--- config.mk ---
export PLATFORM = sky130hd
export DESIGN_NAME = transmissor_ascii_param_flat
export DESIGN_NICKNAME = d
export VERILOG_FILES = /design/src/rtl/transmissor_ascii_param_pkg.sv /design/src/rtl/transmissor_ascii_param_if.sv /design/src/rtl/transmissor_ascii_param_contador.sv /design/src/rtl/transmissor_ascii_param.sv /design/src/flat_wrapper.sv
export SDC_FILE = /design/constraint.sdc
export NUM_CORES = 1
export LEC_CHECK = 0
export CAP_MARGIN = 20
export CORE_MARGIN = 5
export CORE_UTILIZATION = 30
export CTS_CLUSTER_SIZE = 12
export DETAILED_ROUTE_END_ITERATION = 6
export DONT_BUFFER_PORTS = 1
export GPL_TIMING_DRIVEN = 0
export PLACE_DENSITY = 0.49
export SLEW_MARGIN = 20
export SYNTH_ARGS = -nofsm -noshare
export SYNTH_HDL_FRONTEND = slang
export SYNTH_SLANG_ARGS = --single-unit
--- constraint.sdc ---
create_clock -name clock -period 6.2 [get_ports clock]
set_input_delay 0.31 -clock clock [delete_from_list [all_inputs] [get_ports clock]]
set_output_delay 0.31 -clock clock [all_outputs]
set_load 0.005 [all_outputs]
--- src/rtl/transmissor_ascii_param_pkg.sv ---
// Shared types and helpers for the multi-character serial transmitter.
package transmissor_pkg;

  typedef enum logic [2:0] {
    OCIOSO   = 3'd0,
    INICIO   = 3'd1,
    DADOS    = 3'd2,
    PARIDADE = 3'd3,
    PARADA   = 3'd4,
    FINAL    = 3'd5
  } estado_t;

  localparam int PARIDADE_PAR   = 0;
  localparam int PARIDADE_IMPAR = 1;

  // Line bits per character: start + data + optional parity + stop bits.
  function automatic int frame_bits(input int data_bits, input int paridade_en,
                                    input int stop_bits);
    return 1 + data_bits + paridade_en + stop_bits;
  endfunction

  // Parity over a zero-extended character; impar=1 gives odd parity.
  function automatic logic calc_paridade(input logic [7:0] c, input logic impar);
    return (^c) ^ impar;
  endfunction

endpackage

--- src/rtl/transmissor_ascii_param_if.sv ---
// Character-block bus between the producer and the serial transmitter.
interface transmissor_ascii_param_if #(
  parameter int NUM_CHARS = 8,
  parameter int DATA_BITS = 7
) ();
  localparam int CNT_W = $clog2(NUM_CHARS + 1);
  localparam int IDX_W = (NUM_CHARS > 1) ? $clog2(NUM_CHARS) : 1;

  // Request/completion handshake: iniciar is a request that is taken only
  // while the transmitter is idle (ocupado low and no pronto pulse); on that
  // edge dados_ascii/num_caracteres are captured. A request while busy is
  // dropped, not queued. pronto pulses once when the block is finished.
  logic                           iniciar;
  logic [NUM_CHARS*DATA_BITS-1:0] dados_ascii;
  logic [CNT_W-1:0]               num_caracteres;
  logic                           saida_serial;
  logic                           ocupado;
  logic                           pronto;
  logic [IDX_W-1:0]               indice_caractere;
  transmissor_pkg::estado_t       estado;

  modport master (
    output iniciar, dados_ascii, num_caracteres,
    input  saida_serial, ocupado, pronto, indice_caractere, estado
  );

  modport slave (
    input  iniciar, dados_ascii, num_caracteres,
    output saida_serial, ocupado, pronto, indice_caractere, estado
  );
endinterface

--- src/rtl/transmissor_ascii_param_contador.sv ---
// Generic mod-M counter; fim marks the last count of each period.
module contador_m #(
  parameter int M = 4
) (
  input  logic clock,
  input  logic reset,
  input  logic clr,
  input  logic en,
  output logic fim
);
  localparam int W = (M > 1) ? $clog2(M) : 1;

  logic [W-1:0] conta;

  // Count 0..M-1 while enabled; clr forces a reload to 0.
  always_ff @(posedge clock or negedge reset) begin
    if (!reset) begin
      conta <= '0;
    end else if (clr) begin
      conta <= '0;
    end else if (en) begin
      conta <= (conta == W'(M - 1)) ? '0 : conta + W'(1);
    end
  end

  assign fim = en && (conta == W'(M - 1));
endmodule

--- src/rtl/transmissor_ascii_param.sv ---
// Multi-character asynchronous serial transmitter with parity and stop options.
module transmissor_ascii_param
  import transmissor_pkg::*;
#(
  parameter int NUM_CHARS    = 8,
  parameter int DATA_BITS    = 7,
  parameter int CLKS_PER_BIT = 5208,
  parameter int PARITY_EN    = 1,
  parameter int PARITY_ODD   = 0,
  parameter int STOP_BITS    = 2
) (
  input logic                      clock,
  input logic                      reset,
  transmissor_ascii_param_if.slave bus
);
  localparam int   CNT_W = $clog2(NUM_CHARS + 1);
  localparam int   IDX_W = (NUM_CHARS > 1) ? $clog2(NUM_CHARS) : 1;
  localparam int   BIT_W = $clog2(DATA_BITS);
  localparam logic IMPAR = (PARITY_ODD == PARIDADE_IMPAR);

  estado_t                        estado;
  logic [NUM_CHARS*DATA_BITS-1:0] buffer;
  logic [DATA_BITS-1:0]           shift;
  logic                           paridade;
  logic [CNT_W-1:0]               total;
  logic [IDX_W-1:0]               indice;
  logic [BIT_W-1:0]               bit_cnt;
  logic                           stop_cnt;
  logic                           saida;
  logic                           ocupado;
  logic                           pronto;
  logic                           tick;
  logic                           clr_baud;

  logic [CNT_W-1:0]     num_clamp;
  logic [CNT_W-1:0]     prox_idx;
  logic [DATA_BITS-1:0] char0;
  logic [DATA_BITS-1:0] prox_char;

  // Clamp the requested count and select the character that follows the current one.
  always_comb begin
    num_clamp = bus.num_caracteres;
    if (bus.num_caracteres > CNT_W'(NUM_CHARS)) num_clamp = CNT_W'(NUM_CHARS);
    prox_idx  = CNT_W'(indice) + CNT_W'(1);
    char0     = bus.dados_ascii[DATA_BITS-1:0];
    prox_char = '0;
    for (int k = 0; k < NUM_CHARS; k++) begin
      if (prox_idx == CNT_W'(k)) prox_char = buffer[k*DATA_BITS +: DATA_BITS];
    end
  end

  // The baud counter only runs while a bit is on the line; it wraps exactly at
  // each bit boundary, so it restarts at 0 for every new bit.
  assign clr_baud = (estado == OCIOSO) || (estado == FINAL);

  contador_m #(.M(CLKS_PER_BIT)) u_baud (
    .clock (clock),
    .reset (reset),
    .clr   (clr_baud),
    .en    (!clr_baud),
    .fim   (tick)
  );

  // Frame sequencer: state, shift register, counters and registered outputs.
  always_ff @(posedge clock or negedge reset) begin
    if (!reset) begin
      estado   <= OCIOSO;
      buffer   <= '0;
      shift    <= '0;
      paridade <= 1'b0;
      total    <= '0;
      indice   <= '0;
      bit_cnt  <= '0;
      stop_cnt <= 1'b0;
      saida    <= 1'b1;
      ocupado  <= 1'b0;
      pronto   <= 1'b0;
    end else begin
      pronto <= 1'b0;
      case (estado)
        OCIOSO: begin
          if (bus.iniciar) begin
            buffer   <= bus.dados_ascii;
            total    <= num_clamp;
            indice   <= '0;
            shift    <= char0;
            paridade <= calc_paridade(8'(char0), IMPAR);
            if (num_clamp != '0) begin
              estado  <= INICIO;
              saida   <= 1'b0;
              ocupado <= 1'b1;
            end else begin
              estado <= FINAL;
              pronto <= 1'b1;
            end
          end
        end
        INICIO: begin
          if (tick) begin
            estado  <= DADOS;
            saida   <= shift[0];
            shift   <= shift >> 1;
            bit_cnt <= '0;
          end
        end
        DADOS: begin
          if (tick) begin
            if (bit_cnt == BIT_W'(DATA_BITS - 1)) begin
              if (PARITY_EN != 0) begin
                estado <= PARIDADE;
                saida  <= paridade;
              end else begin
                estado   <= PARADA;
                saida    <= 1'b1;
                stop_cnt <= 1'b0;
              end
            end else begin
              saida   <= shift[0];
              shift   <= shift >> 1;
              bit_cnt <= bit_cnt + BIT_W'(1);
            end
          end
        end
        PARIDADE: begin
          if (tick) begin
            estado   <= PARADA;
            saida    <= 1'b1;
            stop_cnt <= 1'b0;
          end
        end
        PARADA: begin
          if (tick) begin
            if (STOP_BITS == 2 && !stop_cnt) begin
              stop_cnt <= 1'b1;
            end else if (prox_idx < total) begin
              estado   <= INICIO;
              saida    <= 1'b0;
              indice   <= IDX_W'(prox_idx);
              shift    <= prox_char;
              paridade <= calc_paridade(8'(prox_char), IMPAR);
            end else begin
              estado  <= FINAL;
              saida   <= 1'b1;
              ocupado <= 1'b0;
              pronto  <= 1'b1;
            end
          end
        end
        FINAL:   estado <= OCIOSO;
        default: estado <= OCIOSO;
      endcase
    end
  end

  assign bus.saida_serial     = saida;
  assign bus.ocupado          = ocupado;
  assign bus.pronto           = pronto;
  assign bus.indice_caractere = indice;
  assign bus.estado           = estado;
endmodule

--- src/flat_wrapper.sv ---
// flat-port wrapper written by rule: the top's interface ports become plain ports
module transmissor_ascii_param_flat import transmissor_pkg::*;
#(
  parameter int NUM_CHARS    = 8,
  parameter int DATA_BITS    = 7,
  parameter int CLKS_PER_BIT = 5208,
  parameter int PARITY_EN    = 1,
  parameter int PARITY_ODD   = 0,
  parameter int STOP_BITS    = 2
)
  (clock, reset, bus_iniciar, bus_dados_ascii, bus_num_caracteres, bus_saida_serial, bus_ocupado, bus_pronto, bus_indice_caractere, bus_estado);
  transmissor_ascii_param_if #(.NUM_CHARS(NUM_CHARS), .DATA_BITS(DATA_BITS)) bus_i ();
  input logic clock;
  input logic reset;
  input wire logic [$bits(bus_i.iniciar)-1:0] bus_iniciar;
  input wire logic [$bits(bus_i.dados_ascii)-1:0] bus_dados_ascii;
  input wire logic [$bits(bus_i.num_caracteres)-1:0] bus_num_caracteres;
  output wire logic [$bits(bus_i.saida_serial)-1:0] bus_saida_serial;
  output wire logic [$bits(bus_i.ocupado)-1:0] bus_ocupado;
  output wire logic [$bits(bus_i.pronto)-1:0] bus_pronto;
  output wire logic [$bits(bus_i.indice_caractere)-1:0] bus_indice_caractere;
  output wire logic [$bits(bus_i.estado)-1:0] bus_estado;
  assign bus_i.iniciar = bus_iniciar;
  assign bus_i.dados_ascii = bus_dados_ascii;
  assign bus_i.num_caracteres = bus_num_caracteres;
  assign bus_saida_serial = bus_i.saida_serial;
  assign bus_ocupado = bus_i.ocupado;
  assign bus_pronto = bus_i.pronto;
  assign bus_indice_caractere = bus_i.indice_caractere;
  assign bus_estado = bus_i.estado;
  transmissor_ascii_param #(.NUM_CHARS(NUM_CHARS), .DATA_BITS(DATA_BITS), .CLKS_PER_BIT(CLKS_PER_BIT), .PARITY_EN(PARITY_EN), .PARITY_ODD(PARITY_ODD), .STOP_BITS(STOP_BITS)) u_core (.clock(clock), .reset(reset), .bus(bus_i));
endmodule
# Word-level counts from Yosys, hierarchy flattened
# Cells that the tools add are included.
# Widths: inputs -> output; s select.
[word_totals]
regBits = 94
inputBits = 63
out_inout_bits = 9
word_cells = 129
[classes]
add_sub_neg = 3
order_cmp = 2
n_eq_ne = 25
muxes = 66
n_reduce_logical = 21
[op_table]
columns = ["op", "count"]
rows = [
  ["$mux 7", 15],
  ["$mux 3", 16],
  ["$pmux 7 s4", 1],
  ["$mux 13", 2],
  ["$mux 1", 23],
  ["$eq 4x3->1 const B", 4],
  ["$reduce_and 8->1", 2],
  ["$reduce_xor 8->1", 2],
  ["$pmux 3 s5", 1],
  ["$ne 2x1->1 const B", 7],
  ["$add 13x1->13 const B", 1],
  ["$eq 13x13->1 const B", 1],
  ["$pmux 3 s2", 2],
  ["$eq 3x3->1 const B", 3],
  ["$eq 4x2->1 const B", 2],
  ["$ne 2x2->1 const B", 4],
  ["$pmux 1 s2", 4],
  ["$reduce_bool 4->1", 2],
  ["$reduce_and 7->1", 1],
  ["$eq 3x2->1 const B", 2],
  ["$reduce_and 6->1", 1],
  ["$reduce_bool 2->1", 3],
  ["$pmux 1 s5", 1],
  ["$reduce_and 5->1", 1],
  ["16 further kinds", 16],
]

# Depth between registers and ports, before layout
[logic_depth]
ltp_word = 15
depth_mapped = 11
mapped_depth_nobuf = 10

# By module
# A second synthesis with hierarchy kept.
[hier_totals]
hier_cells = 591
hier_area_um2 = 5149.9
[modules_own_cells]
columns = ["module", "n_inst", "cells_each", "area_each_um2", "seq_area_each_um2"]
rows = [
  ["transmissor_ascii_param", 1, 516, 4404.2, 2028.2],
  ["contador_m", 1, 75, 745.7, 325.3],
]

# Worst setup path after synthesis
# No wires, ideal clock.
[synth_timing]
kind = "reg-to-reg"
from = "reg u_core.indice[0] (netlist: u_core.bus.indice_caractere[0])"
to = "reg u_core.paridade"
setup_ns = 0.096
t_arrival_ns = 2.534
required_time_ns = 6.104
path_slack_ns = 3.571
path_stages_with_launch = 12
n_path_buf = 2
period_less_slack_ns = 2.629
cell_sequence = "dfrtp_1 -> inv_1 -> ha_1 -> buf_2 -> or2_1 -> buf_2 -> a221oi_1 -> nor3_1 -> nor3_1 -> xnor3_1 -> xnor3_1 -> o31ai_1"
[synth_between]
elab_chain_len = 15
word_cells_on_any_way = 25
cone_classes = "1 x add/sub; 1 x order compare; 8 x eq/ne; 12 x mux; 3 x reduce/logical"
[synth_rtl]
columns = ["item", "line_no", "rtl"]
rows = [
  ["from (decl)", "transmissor_ascii_param.sv:26", "logic [IDX_W-1:0] indice;"],
  ["from (signal assigned)", "transmissor_ascii_param.sv:138", "indice <= IDX_W'(prox_idx);"],
  ["$add 3x1->4 (*)", "transmissor_ascii_param.sv:44", "prox_idx = CNT_W'(indice) + CNT_W'(1);"],
  ["$logic_not 4->1", "transmissor_ascii_param.sv:48", "if (prox_idx == CNT_W'(k)) prox_char = buffer[k*DATA_BITS +: DATA_BITS];"],
  ["$mux 7 (8 in series)", "transmissor_ascii_param.sv:48", ""],
  ["$reduce_xor 8->1", "transmissor_ascii_param_pkg.sv:24", "return (^c) ^ impar;"],
  ["$mux 1", "transmissor_ascii_param.sv:135", "end else if (prox_idx < total) begin"],
  ["$mux 1", "transmissor_ascii_param.sv:133", "if (STOP_BITS == 2 && !stop_cnt) begin"],
  ["$mux 1", "transmissor_ascii_param.sv:132", "if (tick) begin"],
  ["$pmux 1 s2", "transmissor_ascii_param.sv:80", "case (estado)"],
  ["to (signal assigned)", "transmissor_ascii_param.sv:87", "paridade <= calc_paridade(8'(char0), IMPAR);"],
  ["to (signal assigned)", "transmissor_ascii_param.sv:140", "paridade <= calc_paridade(8'(prox_char), IMPAR);"],
  ["to (decl)", "transmissor_ascii_param.sv:24", "logic paridade;"],
]
# Mark *: on every way between the ends. The rest lies on a longest branch, timed or not. The select of a mux whose other input is x is not followed.
# A chain may end at the register's enable or synchronous reset.

# Worst setup path in the final report
# Same ends and word-level chain as after synthesis.

==> reports/metrics.yaml <==
logic_synthesis:
  yosysMostFrequentCell: "nand2_1"
  synth_ff_type: "dfrtp_1"
  synth_edf_count: 0
  synth_seq_area_share_pct: 48.1
  synth_largest_area_cell: "dfrtp_1"
  synthArstFlopShare_pct: 100
  ys_ff_latch: 94
  synthTopCellsByCount: "nand2_1, dfrtp_1, nor2_1"
  synth_area_leaders: "dfrtp_1, nand2_1, ha_1"
  synth_top_area_share_pct: 47.5
  synth_area_per_cell_sq_um: 8.84
  netlist_area_sq_um: 4900
  synth_fp_nets: 628
  netlist_instances: 554
  netlist-cell-type-count: 55
  yosys_warnings: 0
pwr:
  seq_power_share_pct: 37.1
  p_leak_nw: 2.57
  p_comb_share_pct: 44.3
  internal_power_mw: 1.67
  vdd_ir_drop_max_mv: 0.181
  total_power_mw: 2.76
  power_switching_mw: 1.09
  p_sw_share_pct: 39.4
  p_clk_share_pct: 18.7
  powerDensity_nw_per_um2: 504
detailed_routing:
  drc: 0
  vias: 3825
  drt_iter0_drc: 265
  ant_nets: 0
  drtPass1Iterations: 4
  wirelength_um: 13100
  avgViaCountPerCell: 4.86
  wl_per_cell_um: 16.7
timing:
  final.setup.tns_ps: 0
  fin_crit_ps: 3100
  finalClockSkew_ps: 6.62
  setup_viol: 0
  max_freq_mhz: 323
  rsz0062_at_grt: "no"
  relSlewSlack_pct: 44.3
  hold_viol: 0
  worstMarginPinSlew_ps: 830
  timing.final.max_slew_violations: 0
  fin_crit_sh_pct: 50.0
global_route:
  grt_pass1_vias: 3978
  grt_pass1_wl_um: 21300
  antenna_found_initial: 0
  overflow: 0
  grt_max_degree: 95
  track_usage_pct: 14.7
cells_and_area:
  seqCellArea_sq_um: 2350
  final_layout_size_suffix_gt1_share_pct: 5.78
  utilization_pct: 34.3
  final_cell_area_sq_um: 5470
  layout.nets: 641
  instances_no_fill: 787
  multi_input_area_sq_um: 2370
  antenna_cells: 0
  fillers: 1674
  areaGrowthSynthToFinish_pct: 11.7
setup_path:
  crit_type: "flop to flop"
  cp.arrival_ps: 3350
  r2r_slack_ps: 3100
  worstPathRequired_ps: 6450
  cp-startpoint: "u_core.bus.indice_caractere[0]"
  crit_fanout: 9
  start_kind: "flop"
  ff2ff_path_depth: 11
  endpoint: "u_core.paridade"
  rr_endpoint: "u_core.paridade"
  crit_path_end_kind: "flop"
  crit-reg2reg-launch: "u_core.bus.indice_caractere[0]"
die:
  start_util_pct: 30.7
  die_w_um: 138
  core_area_sq_um: 15900
  die_y_um: 138
  rows: 46
  boundaryPins: 72
  die_area_sq_um: 19000
clock_tree:
  cts_tree: "done"
  cts_root_buffer: "clkbuf_16"
  cts_num_sinks: 94
  postCtsResizedCells: 0
  cts_buffers: 9
  clock_path_buffers: 2
  clkLatencyLatePin_ps: 350
  htree_levels: 3
  path_clk_slew_ps: 70
min_path:
  min_path_type: "primary input to flop"
  hold_depth: 2
placed_design:
  place_inst: 770
  gp_congestion: 0.920
  place_area_sq_um: 5170
  numPortBuffers: 0
  place_hpwl_um: 9680
outcome:
  outcome: "finished, final reports clean"
flow_run:
  drv_cap: 0
## power groups by stage
stage / clock network, mW / registers, mW / logic (mW)
final: 0.514 / 1.02 / 1.22
after global routing: 0.555 / 1.05 / 1.38
after CTS: 0.533 / 1.02 / 1.23
after detailed placement: 0 / 1.03 / 1.21
after global placement: 0 / 1.03 / 1.19
after floorplan: 0 / 0.967 / 0.959
## worst min-delay path by stage
| stage | startpoint | slack [ps] | end |
|---|---|---|---|
| floorplan | reset | 10 | u_core.bit_cnt[0] |
| global placement | reset | 20 | u_core.u_baud.conta[8] |
| detailed placement | reset | 20 | u_core.u_baud.conta[8] |
| CTS | bus_dados_ascii[9] | 50 | u_core.buffer[9] |
| global route | bus_dados_ascii[20] | 50 | u_core.buffer[20] |
| finish | bus_dados_ascii[53] | 60 | u_core.buffer[53] |
## critical path: stages (launching register included)
cell and delay (ps):
dfrtp_1 540, inv_1 130, ha_1 210, buf_2 170, or2_1 220, buf_2 170, a221oi_1 250, nor3_1 110
nor3_1 450, xnor2_1 200, xnor3_1 340, o31ai_1 210
## per-stage QoR
step / hold WS, ps / worst slack, ps
global placement: 17.6 / 3080
CTS: 49.5 / 3010
detailed placement: 17.8 / 3030
finish: 62.2 / 3100
global route: 48.0 / 2810
floorplan: 14.4 / 3570
## flip-flops by register name, summed over array words and instances, names as in the netlist
| register | flops |
|---|---|
| u_core.bus.saida_serial | 1 |
| u_core.bus.indice_caractere | 3 |
| u_core.shift | 7 |
| u_core.total | 4 |
| u_core.bus.estado | 3 |
| u_core.bit_cnt | 3 |
| u_core.bus.ocupado | 1 |
| u_core.stop_cnt | 1 |
| u_core.bus.pronto | 1 |
| u_core.buffer | 56 |
| u_core.u_baud.conta | 13 |
| u_core.paridade | 1 |
## kinds of logic after synthesis
| family | count (synthesis) | synth area share, % |
|---|---|---|
| adder cells (fa/ha/maj) | 11 | 2.81 |
| XOR/XNOR | 23 | 4.68 |
| multiplexers | 11 | 3.01 |
| flip-flops | 94 | 48.1 |
| AO/OA/AOI/OAI | 103 | 14.4 |
| buffers and inverters | 43 | 3.55 |
| AND/OR/NAND/NOR | 269 | 23.5 |
## area by class of cell
type,instances,area share (%)
Clock buffer,10,4.19
Sequential cell,94,43.0
Buffer,27,2.08
Multi-Input combinational cell,417,43.3
Timing Repair Buffer,2,0.686
Tap cell,216,4.94
Clock inverter,5,0.641
Inverter,16,1.10
## routing by layer
metal	global-route usage, %	up-vias	share of wire, %	routed length [um]
li1	-	1888	-	-
met1	19.5	1835	46	5990
met2	22.9	82	47	6120
met3	4.02	20	5.6	736
met4	5.27	0	2.3	298
met5	0	-	0	0
## cells in the final DEF (no fill, tap or decap), types with 3 or more instances in the layout
cell type  instances
nand2_1          193
dfrtp_1           93
nor2_1            25
o21ai_0           23
clkbuf_1          20
a21oi_1           18
inv_1             15
nor3_1            13
a22oi_1           13
xnor2_1           11
ha_1              11
xor2_1            10
clkbuf_16          9
mux2_4             7
and3_1             6
nand3_1            6
o22ai_1            6
nand2b_1           5
nor2b_1            5
a221oi_1           5
o21a_1             4
a211oi_1           4
a21o_1             4
nand3b_1           4
buf_2              4
o22a_1             4
o32ai_1            3
buf_1              3
a221o_1            3
## repair_timing
item / CTS / global route
setup buffers: 0 / 0
hold buffers: 2 / 0
endpoints found under the hold margin: 94 / 0
Note: power is estimated with default switching activity, not from simulation.
